**config.mk**
```make
export PLATFORM = sky130hd
export DESIGN_NAME = btb_predictor
export DESIGN_NICKNAME = d
export VERILOG_FILES = /design/src/rtl/btb_predictor.sv
export SDC_FILE = /design/constraint.sdc
export NUM_CORES = 2
export LEC_CHECK = 0
export BUFFER_PORTS_ARGS = -buffer_cell sky130_fd_sc_hd__buf_2
export CELL_PAD_IN_SITES_DETAIL_PLACEMENT = 0
export CELL_PAD_IN_SITES_GLOBAL_PLACEMENT = 1
export CORE_ASPECT_RATIO = 0.8
export CORE_UTILIZATION = 45
export DETAILED_ROUTE_END_ITERATION = 12
export PLACE_DENSITY = 0.75
export SYNTH_ARGS = -nofsm -noshare
export SYNTH_HDL_FRONTEND = slang
export SYNTH_SLANG_ARGS = --single-unit
```
**constraint.sdc**
```tcl
create_clock -name clk -period 7.5 [get_ports clk]
set_clock_uncertainty 0.15 [all_clocks]
set_input_delay 1.5 -clock clk [delete_from_list [all_inputs] [get_ports clk]]
set_output_delay 1.5 -clock clk [all_outputs]
set_load 0.005 [all_outputs]
```
**src/rtl/btb_predictor.sv**
```systemverilog
// Direct-mapped branch target buffer with 2-bit direction counters.
// Ports:
//   clk, reset            - clock, asynchronous active-high reset
//   PCF                   - fetch PC to look up (combinational lookup)
//   predPCF, predTakenF   - predicted next fetch PC and taken flag
//   updateE, PCE, takenE, targetE - resolved control-flow from execute
//   flushBTB              - invalidate all entries at the next edge
//   hitCount              - saturating count of correct taken predictions
module btb_predictor #(
    parameter int unsigned XLEN    = 64,
    parameter int unsigned ENTRIES = 16
) (
    input  logic            clk,
    input  logic            reset,
    input  logic [XLEN-1:0] PCF,
    output logic [XLEN-1:0] predPCF,
    output logic            predTakenF,
    input  logic            updateE,
    input  logic [XLEN-1:0] PCE,
    input  logic            takenE,
    input  logic [XLEN-1:0] targetE,
    input  logic            flushBTB,
    output logic [15:0]     hitCount
);

    localparam int unsigned IDX  = $clog2(ENTRIES);
    localparam int unsigned TAGW = XLEN - IDX - 2;

    logic [ENTRIES-1:0] valid;
    logic [1:0]         ctr    [ENTRIES];
    logic [TAGW-1:0]    tag    [ENTRIES];
    logic [XLEN-1:0]    target [ENTRIES];

    logic [IDX-1:0]  f_idx;
    logic [TAGW-1:0] f_tag;
    logic            f_hit;
    logic [IDX-1:0]  e_idx;
    logic [TAGW-1:0] e_tag;
    logic            e_hit;
    logic            e_correct;
    logic            unused_pc_lsbs;

    // Instructions are word aligned; the two low PC bits carry no index/tag info.
    assign unused_pc_lsbs = ^{PCF[1:0], PCE[1:0]};

    // Fetch-side lookup, combinational from current table state.
    assign f_idx      = PCF[IDX+1:2];
    assign f_tag      = PCF[XLEN-1:IDX+2];
    assign f_hit      = valid[f_idx] && (tag[f_idx] == f_tag);
    assign predTakenF = f_hit && ctr[f_idx][1];
    assign predPCF    = predTakenF ? target[f_idx] : PCF + XLEN'(4);

    // Execute-side lookup against pre-update state.
    assign e_idx     = PCE[IDX+1:2];
    assign e_tag     = PCE[XLEN-1:IDX+2];
    assign e_hit     = valid[e_idx] && (tag[e_idx] == e_tag);
    assign e_correct = e_hit && ctr[e_idx][1] && takenE && (target[e_idx] == targetE);

    // Valid bits, direction counters and hit counter; flush overrides any update.
    always_ff @(posedge clk or posedge reset) begin
        if (reset) begin
            valid    <= '0;
            hitCount <= 16'd0;
            for (int i = 0; i < int'(ENTRIES); i++) begin
                ctr[i] <= 2'b01;
            end
        end else if (flushBTB) begin
            valid <= '0;
        end else if (updateE) begin
            if (e_hit) begin
                if (takenE && ctr[e_idx] != 2'b11) begin
                    ctr[e_idx] <= ctr[e_idx] + 2'd1;
                end else if (!takenE && ctr[e_idx] != 2'b00) begin
                    ctr[e_idx] <= ctr[e_idx] - 2'd1;
                end
            end else if (takenE) begin
                valid[e_idx] <= 1'b1;
                ctr[e_idx]   <= 2'b10;
            end
            if (e_correct && hitCount != 16'hFFFF) begin
                hitCount <= hitCount + 16'd1;
            end
        end
    end

    // Tag/target payload is not reset; gating on reset drops an in-flight update.
    // A taken hit rewrites the same tag, so hit and allocate share one write.
    always_ff @(posedge clk) begin
        if (!reset && !flushBTB && updateE && takenE) begin
            tag[e_idx]    <= e_tag;
            target[e_idx] <= targetE;
        end
    end

endmodule

```
==> flow_summary_export.csv <==
group,metric,value,unit
synthesis,yosysTopAreaCell,"edfxtp_1",
grt,grt_pass1_wl,447,mm
routing,routedWlPerCell,37.9,um
critical_path,crit_type,"input pin to primary output",
hold_path,min_from,"hitCount[9]",
clocking,cts-root-buf,"clkbuf_16",
floorplan,start_util,45.4,%
outcome,status,"finished clean",
clocking,cts_resized,0,
routing,vias,58700,
grt,grt_pass1_vias,56500,
critical_path,critPathSlowestCell,"mux4_2",
critical_path,cp.arrival,5670,ps
sta,setup_violations,0,
critical_path,r2r_end,"hitCount[1]",
power_and_ir_drop,p_per_area,225,mW/mm2
sta,worst_slew_pin_slew,1370,ps
synthesis,synthFlopType,"edfxtp_1",
finish,final_area,0.110,mm2
critical_path,rr_worst_depth,10,
clocking,htreeDepth,4,
critical_path,slowest_delay,610,ps
finish,seq_area,0.0602,mm2
finish,syn2layout_area_growth,13.2,%
finish,drive_gt1_share,37.2,%
power_and_ir_drop,power.internal,18.9,mW
clocking,cts_tree,"yes",
hold_path,hold_depth,1,
floorplan,io_pins,278,
synthesis,ys_seq_area_share,61.7,%
floorplan,die_h,419,um
synthesis,synth_edf_count,1952,
place,hpwl,208,mm
power_and_ir_drop,p_seq_share,50.0,%
synthesis,synth_common_cells,"edfxtp_1, mux4_2, mux2i_1",
synthesis,synth_cells,5057,
synthesis,syn_avg_cell_area,19.3,um2
clocking,cts_max_path_buffers,3,
run,max-cap-violations,0,
critical_path,r2r-start,"target[6][46]",
critical_path,crit_chain,"buf_8, buf_4, mux4_2, mux4_2, xnor2_1, nand4_1, or4_4, nor4_4, buf_12, buf_12, mux2_2, buf_2",
clocking,cts_hold_buf,0,
sta,post-route-period-util,97.6,%
synthesis,ys_async_sr_fraction,3.17,%
synthesis,syn_nets,5258,
synthesis,synth_cell_types,74,
critical_path,endpoint_kind,"primary output",
clocking,cts.sinks,2016,
synthesis,synth.area.top_cells,"edfxtp_1, mux4_2, mux2i_1, mux2_2, xnor2_1",
critical_path,rrSetupSlack,2390,ps
synthesis,yosysTopAreaCellShare,60.0,%
routing,drtAntennaViolNets,0,
sta,max_freq,137,MHz
synthesis,yosysWarnings,0,
sta,hold_viol,0,
clocking,path_clk_slew,60,ps
finish,fill_cells,16900,
floorplan,rows,152,
grt,overflow,0,
floorplan,die_w,523,um
hold_path,hold_class,"register to register",
critical_path,worst-path-max-fanout,30,
critical_path,crit_required,5850,ps
routing,first_pass_iters,8,
place,post_dp_cell_area,0.104,mm2
finish,fin_util,51.4,%
power_and_ir_drop,switchingPower,5.94,mW
floorplan,core_area,0.215,mm2
sta,relSlewSlack,7.88,%
power_and_ir_drop,ir_worst_vdd,0.000206,V
clocking,numCtsBuffers,195,
finish,multi_input_area,0.0355,mm2
routing,drtIter0Drc,8837,
synthesis,syn_area,0.0976,mm2
sta,period_minus_slack,7320,ps
synthesis,yosysMostFrequentCell,"edfxtp_1",
critical_path,cp-start-kind,"input pin",
clocking,clkLatencyLatePin,870,ps
routing,vias_per_cell,6.90,
grt,antenna_found_initial,82,
grt,grt_max_degree,99,
routing,drcViolationCount,0,
grt,grt_usage,29.4,%
finish,fin_nets,5667,
floorplan,dieArea,0.219,mm2
sta,slew_viol_final,0,
sta,rsz0062_at_grt,"no",
power_and_ir_drop,sw_frac_of_total,23.9,%
synthesis,ys_ff_latch,2016,
clocking,post-cts-setup-buffers,0,
place,place_congestion,0.941,
power_and_ir_drop,clock_power_share,40.2,%
place,portBuffers,275,
power_and_ir_drop,p_comb_share,9.9,%
power_and_ir_drop,leakage,35.7,nW
hold_path,hold_end,"hitCount[9]",
routing,wirelength,323,mm
-- logic make-up (layout without fill, tap and decap cells) --
kind of cell | Yosys count | in the layout | synth area share [%]
compound gates | 370 | 370 | 2.70
simple gates | 523 | 523 | 2.74
xor+xnor | 246 | 246 | 2.21
fa+ha+maj | 4 | 4 | 0.0513
mux | 1510 | 1510 | 28.5
buf+inv | 388 | 958 | 2.07
other cells | 0 | 26 | 0
flops | 2016 | 2016 | 61.7
-- per-layer routing --
metal	up-vias	global-route usage (%)	routed length (um)	share of wire, %
li1	22600	-	-	-
met1	31300	41.7	124000	39
met2	4130	43.1	143000	44
met3	621	8.59	41400	13
met4	36	10.8	13100	4.1
met5	-	0	349	0.11
-- per-stage QoR --
stage                     setup WS, ps  hold slack, ps  setup TNS [ps]  instances  total power [mW]
final                              181             343               0       8502              24.9
after global routing              49.7             380               0       8492              25.4
after CTS                          254             345               0       8476              24.9
after detailed placement           253             336               0       8118              15.1
after global placement             286             323               0       8118              15.1
after floorplan                  -1680             331        -3124760       5057              14.0
-- sequential cells by signal, indices dropped and copies added (netlist names) --
| register | cells |
|---|---|
| ctr | 32 |
| hitCount | 16 |
| tag | 928 |
| target | 1024 |
| valid | 16 |
-- worst max path at each step --
stage           start           to  slack, ps  cells past startpoint
6_report       PCF[2]  predPCF[48]        180                     12
3_3_place_gp   PCF[3]  predPCF[48]        290                     13
3_5_place_dp   PCF[2]  predPCF[48]        250                     12
4_1_cts        PCF[2]  predPCF[48]        250                     12
5_1_grt        PCF[2]  predPCF[45]         50                     14
2_1_floorplan   reset   tag[10][0]      -1680                      5
-- power groups by stage --
stage	Clock (mW)	Combinational (mW)	Sequential, mW
after floorplan	0	1.38	12.7
after global placement	0	2.39	12.7
after detailed placement	0	2.41	12.7
after CTS	10.1	2.42	12.4
after global routing	10.5	2.54	12.4
final	9.99	2.45	12.4
-- critical path: cells and delay by family --
| kind | cells | cell delay [ps] |
|---|---|---|
| xor+xnor | 1 | 490 |
| buf+inv | 5 | 1090 |
| mux | 3 | 1510 |
| simple gates | 3 | 1030 |
-- placed cells by master, fill, tap and decap left out, types with 16 or more instances in the layout --
| cell type | instances |
|---|---|
| xnor2_1 | 187 |
| xor2_1 | 58 |
| nor2_4 | 17 |
| a211oi_1 | 17 |
| nor2b_1 | 19 |
| buf_2 | 267 |
| clkbuf_16 | 196 |
| a22oi_1 | 76 |
| mux4_2 | 998 |
| and3_1 | 38 |
| diode_2 | 26 |
| nand4_1 | 66 |
| dfrtp_1 | 48 |
| edfxtp_1 | 1952 |
| o21ai_0 | 42 |
| nor3_1 | 29 |
| clkinv_2 | 39 |
| nor4_1 | 21 |
| a21oi_1 | 37 |
| clkinv_1 | 42 |
| a41oi_1 | 18 |
| nand3_1 | 64 |
| nor2_1 | 74 |
| bufinv_16 | 21 |
| dfstp_2 | 16 |
| buf_4 | 231 |
| inv_1 | 18 |
| buf_12 | 73 |
| o32ai_1 | 19 |
| mux2i_1 | 328 |
| a221oi_1 | 22 |
| clkbuf_1 | 36 |
| mux2_2 | 177 |
| nand2_1 | 131 |
| o22ai_1 | 59 |
-- final cells by class --
type                    instances  share of cell area, %
flip-flops and latches       2016                   54.5
multi-input cells            2653                   32.2
clock buffers                 234                   4.58
repair buffers                579                   4.21
well taps                    2849                   3.23
clock inverters               124                   1.17
inverters                      21                 0.0781
diodes                         26                 0.0589
No activity file was read; power rests on OpenSTA's default activity.
